## src/rtl/crypto_mm_pkg.sv

```systemverilog
// Shared definitions for the crypto core memory-mapped wrapper: register offsets,
// CTRL/STATUS bit positions and the sequencer state encoding.
package crypto_mm_pkg;

  // Byte offsets within the 4 KB region
  localparam logic [11:0] OffCtrl    = 12'h000;
  localparam logic [11:0] OffStatus  = 12'h004;
  // IN words live at 0x100+4i, RESULT words at 0x800+4i; decoded by offset[11:8]
  localparam logic [3:0]  PageIn     = 4'h1;
  localparam logic [3:0]  PageResult = 4'h8;

  // CTRL bits
  localparam int unsigned CtrlStartBit = 0;
  localparam int unsigned CtrlAbortBit = 1;
  localparam int unsigned CtrlIrqEnBit = 2;

  // STATUS bits
  localparam int unsigned StatusDoneBit    = 0;
  localparam int unsigned StatusBusyBit    = 1;
  localparam int unsigned StatusWerrBit    = 2;
  localparam int unsigned StatusTimeoutBit = 3;
  localparam int unsigned StatusIrqEnBit   = 4;

  typedef enum logic [1:0] {
    StIdle,
    StLaunch,
    StRun
  } state_e;

endpackage

```

## src/rtl/crypto_mm_timer.sv

```systemverilog
// RUN-phase watchdog counter. Cleared while launching, counts each RUN cycle and
// flags expiry on the RUN cycle that reaches TIMEOUT_CYCLES.
module crypto_mm_timer
  import crypto_mm_pkg::*;
#(
  parameter logic [31:0] TIMEOUT_CYCLES = 32'd65535
) (
  input  logic clk,
  input  logic rst_n,
  input  logic clr_i,
  input  logic en_i,
  output logic expired_o
);

  logic [31:0] cnt_q, cnt_d;

  // Next count: clear on launch, advance while running
  always_comb begin
    cnt_d = cnt_q;
    if (clr_i) begin
      cnt_d = '0;
    end else if (en_i) begin
      cnt_d = cnt_q + 32'd1;
    end
  end

  // cnt_q holds the number of RUN cycles already completed
  assign expired_o = en_i && ((cnt_q + 32'd1) >= TIMEOUT_CYCLES);

  // Counter register
  always_ff @(posedge clk or negedge rst_n) begin
    if (!rst_n) begin
      cnt_q <= '0;
    end else begin
      cnt_q <= cnt_d;
    end
  end

endmodule

```

## src/rtl/crypto_mm_wrapper.sv

```systemverilog
// Memory-mapped wrapper around a crypto core: operand/result registers, CTRL/STATUS,
// and an IDLE/LAUNCH/RUN sequencer. Define CRYPTO_MM_TIMEOUT_EN to build the RUN
// timeout (crypto_mm_timer); otherwise TIMEOUT always reads 0.
module crypto_mm_wrapper
  import crypto_mm_pkg::*;
#(
  parameter logic [31:0] BASE_ADDR      = 32'h4000_4000,
  parameter int unsigned IN_WORDS       = 8,
  parameter int unsigned OUT_WORDS      = 8,
  parameter logic [31:0] TIMEOUT_CYCLES = 32'd65535
) (
  input  logic                    clk,
  input  logic                    rst_n,
  input  logic [31:0]             addr,
  input  logic [31:0]             wdata,
  input  logic                    we,
  input  logic                    valid,
  output logic [31:0]             rdata,
  output logic                    ready,
  output logic                    core_start,
  output logic [32*IN_WORDS-1:0]  core_in,
  input  logic                    core_done,
  input  logic [32*OUT_WORDS-1:0] core_out,
  output logic                    irq
);

  state_e      state_q, state_d;
  logic        done_q, done_d, werr_q, werr_d, timeout_q, timeout_d;
  logic        irq_en_q, irq_en_d, irq_q, irq_d, ready_q;
  logic [31:0] rdata_q, rdata_d;
  logic [31:0] in_q  [IN_WORDS];
  logic [31:0] in_d  [IN_WORDS];
  logic [31:0] res_q [OUT_WORDS];
  logic [31:0] res_d [OUT_WORDS];

  logic        sel, wr_en, rd_en, ctrl_wr, status_rd, start_req, abort_req;
  logic        busy, in_page, res_page, timer_expired;
  logic [11:0] off;
  logic [5:0]  word_idx;
  logic [31:0] status_vec;

  assign sel       = valid && (addr[31:12] == BASE_ADDR[31:12]);
  assign wr_en     = sel && we;
  assign rd_en     = sel && !we;
  assign off       = addr[11:0];
  assign word_idx  = addr[7:2];
  assign in_page   = (off[11:8] == PageIn);
  assign res_page  = (off[11:8] == PageResult);
  assign ctrl_wr   = wr_en && (off == OffCtrl);
  assign status_rd = rd_en && (off == OffStatus);
  assign start_req = ctrl_wr && wdata[CtrlStartBit];
  assign abort_req = ctrl_wr && wdata[CtrlAbortBit];
  assign busy      = (state_q != StIdle);

`ifdef CRYPTO_MM_TIMEOUT_EN
  crypto_mm_timer #(
    .TIMEOUT_CYCLES(TIMEOUT_CYCLES)
  ) u_timer (
    .clk      (clk),
    .rst_n    (rst_n),
    .clr_i    (state_q == StLaunch),
    .en_i     (state_q == StRun),
    .expired_o(timer_expired)
  );
`else
  logic unused_timeout_cycles;
  assign unused_timeout_cycles = ^TIMEOUT_CYCLES;
  assign timer_expired = 1'b0;
`endif

  // Sequencer, status flags and register-file updates
  always_comb begin
    state_d   = state_q;
    done_d    = done_q;
    werr_d    = werr_q;
    timeout_d = timeout_q;
    irq_en_d  = irq_en_q;
    in_d      = in_q;
    res_d     = res_q;

    // Read-to-clear first so any set below in the same cycle wins
    if (status_rd) begin
      done_d    = 1'b0;
      werr_d    = 1'b0;
      timeout_d = 1'b0;
    end

    if (ctrl_wr) begin
      irq_en_d = wdata[CtrlIrqEnBit];
    end

    // Operand writes are rejected while the core may be reading them
    for (int unsigned i = 0; i < IN_WORDS; i++) begin
      if (wr_en && in_page && (word_idx == 6'(i))) begin
        if (busy) begin
          werr_d = 1'b1;
        end else begin
          in_d[i] = wdata;
        end
      end
    end

    unique case (state_q)
      StIdle: begin
        if (start_req) begin
          state_d   = StLaunch;
          done_d    = 1'b0;
          werr_d    = 1'b0;
          timeout_d = 1'b0;
        end
      end
      StLaunch: begin
        state_d = StRun;
      end
      StRun: begin
        // Completion beats both abort and timeout
        if (core_done) begin
          for (int unsigned i = 0; i < OUT_WORDS; i++) begin
            res_d[i] = core_out[32*i +: 32];
          end
          done_d  = 1'b1;
          state_d = StIdle;
        end else if (abort_req) begin
          state_d = StIdle;
        end else if (timer_expired) begin
          timeout_d = 1'b1;
          state_d   = StIdle;
        end
      end
      default: begin
        state_d = StIdle;
      end
    endcase

    irq_d = irq_en_d && (done_d || timeout_d);
  end

  // Read data mux; returns pre-update register values
  always_comb begin
    status_vec                   = '0;
    status_vec[StatusDoneBit]    = done_q;
    status_vec[StatusBusyBit]    = busy;
    status_vec[StatusWerrBit]    = werr_q;
    status_vec[StatusTimeoutBit] = timeout_q;
    status_vec[StatusIrqEnBit]   = irq_en_q;

    rdata_d = '0;
    if (rd_en) begin
      if (off == OffStatus) begin
        rdata_d = status_vec;
      end
      for (int unsigned i = 0; i < IN_WORDS; i++) begin
        if (in_page && (word_idx == 6'(i))) begin
          rdata_d = in_q[i];
        end
      end
      for (int unsigned i = 0; i < OUT_WORDS; i++) begin
        if (res_page && (word_idx == 6'(i))) begin
          rdata_d = res_q[i];
        end
      end
    end
  end

  // Operands go to the core straight from the IN registers
  always_comb begin
    core_in = '0;
    for (int unsigned i = 0; i < IN_WORDS; i++) begin
      core_in[32*i +: 32] = in_q[i];
    end
  end

  // State and register storage
  always_ff @(posedge clk or negedge rst_n) begin
    if (!rst_n) begin
      state_q   <= StIdle;
      done_q    <= 1'b0;
      werr_q    <= 1'b0;
      timeout_q <= 1'b0;
      irq_en_q  <= 1'b0;
      irq_q     <= 1'b0;
      ready_q   <= 1'b0;
      rdata_q   <= '0;
      for (int unsigned i = 0; i < IN_WORDS; i++) begin
        in_q[i] <= '0;
      end
      for (int unsigned i = 0; i < OUT_WORDS; i++) begin
        res_q[i] <= '0;
      end
    end else begin
      state_q   <= state_d;
      done_q    <= done_d;
      werr_q    <= werr_d;
      timeout_q <= timeout_d;
      irq_en_q  <= irq_en_d;
      irq_q     <= irq_d;
      ready_q   <= sel;
      rdata_q   <= rdata_d;
      in_q      <= in_d;
      res_q     <= res_d;
    end
  end

  assign rdata      = rdata_q;
  assign ready      = ready_q;
  assign irq        = irq_q;
  assign core_start = (state_q == StLaunch);

endmodule

```

## config.mk

```make
export PLATFORM = sky130hd
export DESIGN_NAME = crypto_mm_wrapper
export DESIGN_NICKNAME = d
export VERILOG_FILES = /design/src/rtl/crypto_mm_pkg.sv /design/src/rtl/crypto_mm_timer.sv /design/src/rtl/crypto_mm_wrapper.sv
export SDC_FILE = /design/constraint.sdc
export NUM_CORES = 1
export LEC_CHECK = 0
export ABC_AREA = 1
export ABC_CLOCK_PERIOD_IN_PS = 2000
export BUFFER_PORTS_ARGS = -buffer_cell sky130_fd_sc_hd__buf_2
export CAP_MARGIN = 20
export CELL_PAD_IN_SITES_DETAIL_PLACEMENT = 1
export CELL_PAD_IN_SITES_GLOBAL_PLACEMENT = 2
export CORE_UTILIZATION = 31
export DETAILED_ROUTE_END_ITERATION = 16
export PLACE_DENSITY_LB_ADDON = 0.12
export SETUP_SLACK_MARGIN = 0.2
export SLEW_MARGIN = 20
export SYNTH_ARGS = -nofsm -noshare
export SYNTH_HDL_FRONTEND = slang
export SYNTH_SLANG_ARGS = --single-unit
```

## constraint.sdc

```tcl
create_clock -name clk -period 2 [get_ports clk]
set_input_delay 0.2 -clock clk [delete_from_list [all_inputs] [get_ports clk]]
set_output_delay 0.2 -clock clk [all_outputs]
set_load 0.01 [all_outputs]
```

==> results.cfg <==
[sta]
finalWorstSetupSlack_ns = -0.06160
fin_crit_ns = 2.062
max_slew.worst_pin.slew_ns = 0.5402
drv_slew = 0
rsz0062_at_grt = yes
fin_skew_ns = 0.02133
fin_crit_sh_pct = 103.1
slew_headroom_pct = 63.95
setup_viol = 1
fmax_mhz = 485.1
finalHoldViolations = 0
timing.hold.ws_ns = 0.02236

[floorplanning]
die-area_sq_um = 78910
die_h_um = 280.9
core_sq_um = 76450
rows = 101
start_util_pct = 31.54
die_x_um = 280.9
ios = 616

[detailed_routing]
vias = 25010
drtIter0Drc = 1440
wl_per_cell_um = 22.57
route.detailed.drc = 0
vias_per_cell = 4.901
drt-total-wl_um = 115200
drt_pre_antenna_iters = 5
ant_nets = 0

[worst_setup_path]
cp-start-kind = flip-flop
path_class = reg2reg
worst_path_most_repeated_cell = nand4_1
slowest_delay_ns = 0.44
crit_fanout = 2
worstPathRequired_ns = 2.48
crit_path_end_kind = flip-flop
path_cells = nor2_8, inv_2, nand3_2, nand2_1, a21oi_1, nand4_1, a21oi_2, nand4_1, nor2_2, nand4_1, o21ai_1, a21oi_1
cpMaxStageDelayCell = dfrtp_2
worst-endpoint-arrival_ns = 2.54

[place]
dp.cells = 4648
hpwl_um = 83740
io_buffer_count = 615
place_area_sq_um = 30290
gp_congestion = 0.8908

[pwr]
irDropWorstVdd_uv = 425.3
power.density_nw_per_um2 = 733.5
p_leak_nw = 19.12

[synth]
synth_cell_types = 43
synth_top_family_by_area = simple AND/OR/NAND/NOR gates
synth-seq-area-share_pct = 57.28
ys.warnings.count = 0
syn_nets = 3270
synthXorXnorAreaFrac_pct = 0
synth_seq_cells = 552
muxShareOfSynthArea_pct = 0
synthAdderAreaFrac_pct = 0
synth_top_area_share_pct = 57.28
yosys.area_share.simple_pct = 28.52
netlist_instances = 2945
synth_compound_area_share_pct = 9.541
synth_top_cell_by_area = dfrtp_1
syn_avg_cell_area_sq_um = 8.189
syn_area_sq_um = 24120
synth_area_leaders = dfrtp_1 57%, nand2_1 21%, o21ai_1 5.9%

[global_route]
grt_use_met1_pct = 34.69
use_met3_pct = 4.198
grt.busiest_layer = met2
grt_start_max_net_pins = 90
grtUsageMet2_pct = 50.85
antenna_found_initial = 9
first_global_vias = 27160
grt_pass1_wl_um = 169400
grt_usage_pct = 28.78
overflow = 0

[clock_network]
insertion_delay_ns = 0.60
numClockSinks = 552
root_buffer = clkbuf_16
cts_buffers = 68
htree_levels = 3
path_clk_slew_ns = 0.06
cts_buffer_depth = 3
cts_tree = done

[finish]
layout-drive-gt1-share_pct = 29.15
seq_area_sq_um = 13820
stdcell_area_sq_um = 36370
syn2layout_area_growth_pct = 50.81
final_common_cell = nand2_1
multi_input_area_sq_um = 9744
final_cell_mix = 1357 x nand2_1, 607 x buf_2, 548 x dfrtp_1
utilization_pct = 47.57
nNetsFinal = 4346
finalNonFillerCells = 5103
final.fill_count = 9111

[status]
violations = setup timing
status = finished with violations

[worst_hold_path]
hp-class = in2reg

[run]
cap_violations = 0
[cell families after synthesis]
| family | after synthesis |
|---|---|
| AOI/OAI and AO/OA | 450 |
| and+or+nand+nor | 1676 |
| DFF | 552 |
| buffers and inverters | 267 |
[sequential cells by signal (all words and copies together), names as in the netlist]
signal     flops
ready          1
rdata         32
res_q        256
irq            1
state_q        2
core_in      256
irq_en_q       1
done_q         1
timeout_q      1
werr_q         1
[area by class of cell]
type | instances | area share, %
sequential | 552 | 37.99
timing repair buffer | 1165 | 24.31
inverter | 108 | 1.190
clock inverter | 18 | 0.5539
clock buffer | 100 | 5.590
tap | 1030 | 3.543
antenna | 4 | 0.02752
multi-input combinational | 2126 | 26.79
[power by group]
part	switching, mW	total, mW	internal (mW)
Combinational	1.05	2.02	0.971
Clock	4.97	12.5	7.53
Sequential	0.359	12.1	11.8
[synth_stat cells (all sizes together)]
master,count
nand3,75
a21oi,105
clkbuf,77
nor4,4
nor2,122
o21a,1
o211ai,4
and3,1
o22ai,2
o41ai,2
inv,108
dfrtp,552
buf,82
o31ai,3
a221oi,2
nand3b,3
nor3,4
o2111ai,1
and2,2
o21ai,327
or2,16
nand2,1377
o21bai,3
nand4,72
[final timing paths]
kind	start	to	slack, ns	cells past startpoint
worst max-delay path	state_q[0]	rdata[1]	-0.06	12
worst min-delay path	wdata[29]	core_in[157]	0.02	3
worst max register to register	state_q[0]	rdata[1]	-0.06	12
worst min register to register	res_q[137]	res_q[137]	0.48	2
max in group asynchronous	rst_n	core_in[75]	1.11	4
min in group asynchronous	rst_n	core_in[62]	0.07	2
[routing by layer]
layer	part of all wire (%)	vias up	routed length [um]
li1	-	11590	-
met1	40	12550	46500
met2	51	641	58880
met3	4.1	211	4737
met4	4.3	8	4983
met5	0.045	-	52
[what timing repair did]
item | 4_1_cts | 5_1_grt
gates cloned | 0 | 1
buffers inserted | 19 | 46
pin swaps | 38 | 109
hold buffers | 267 | 0
setup endpoints to repair | 24 | 32
hold endpoints to repair | 590 | 0
gates resized for setup | 61 | 114
[metrics by stage]
stage	setup TNS, ns	power [mW]	setup slack, ns
final	-0.06160	26.68	-0.06160
after CTS	-0.04601	26.88	-0.04601
after detailed placement	-51.10	13.88	-0.6639
after floorplan	0	12.79	0.2757
after global routing	-0.1632	27.61	-0.1632
after global placement	-37.77	13.81	-0.5869
[worst max-delay path: cells and delay by family (launching register included)]
kind                   cells  cell delay [ns]
buffers and inverters      1             0.05
and+or+nand+nor            7             0.92
AOI/OAI and AO/OA          4             0.55
DFF                        1             0.44
No activity file was read; power rests on OpenSTA's default activity.
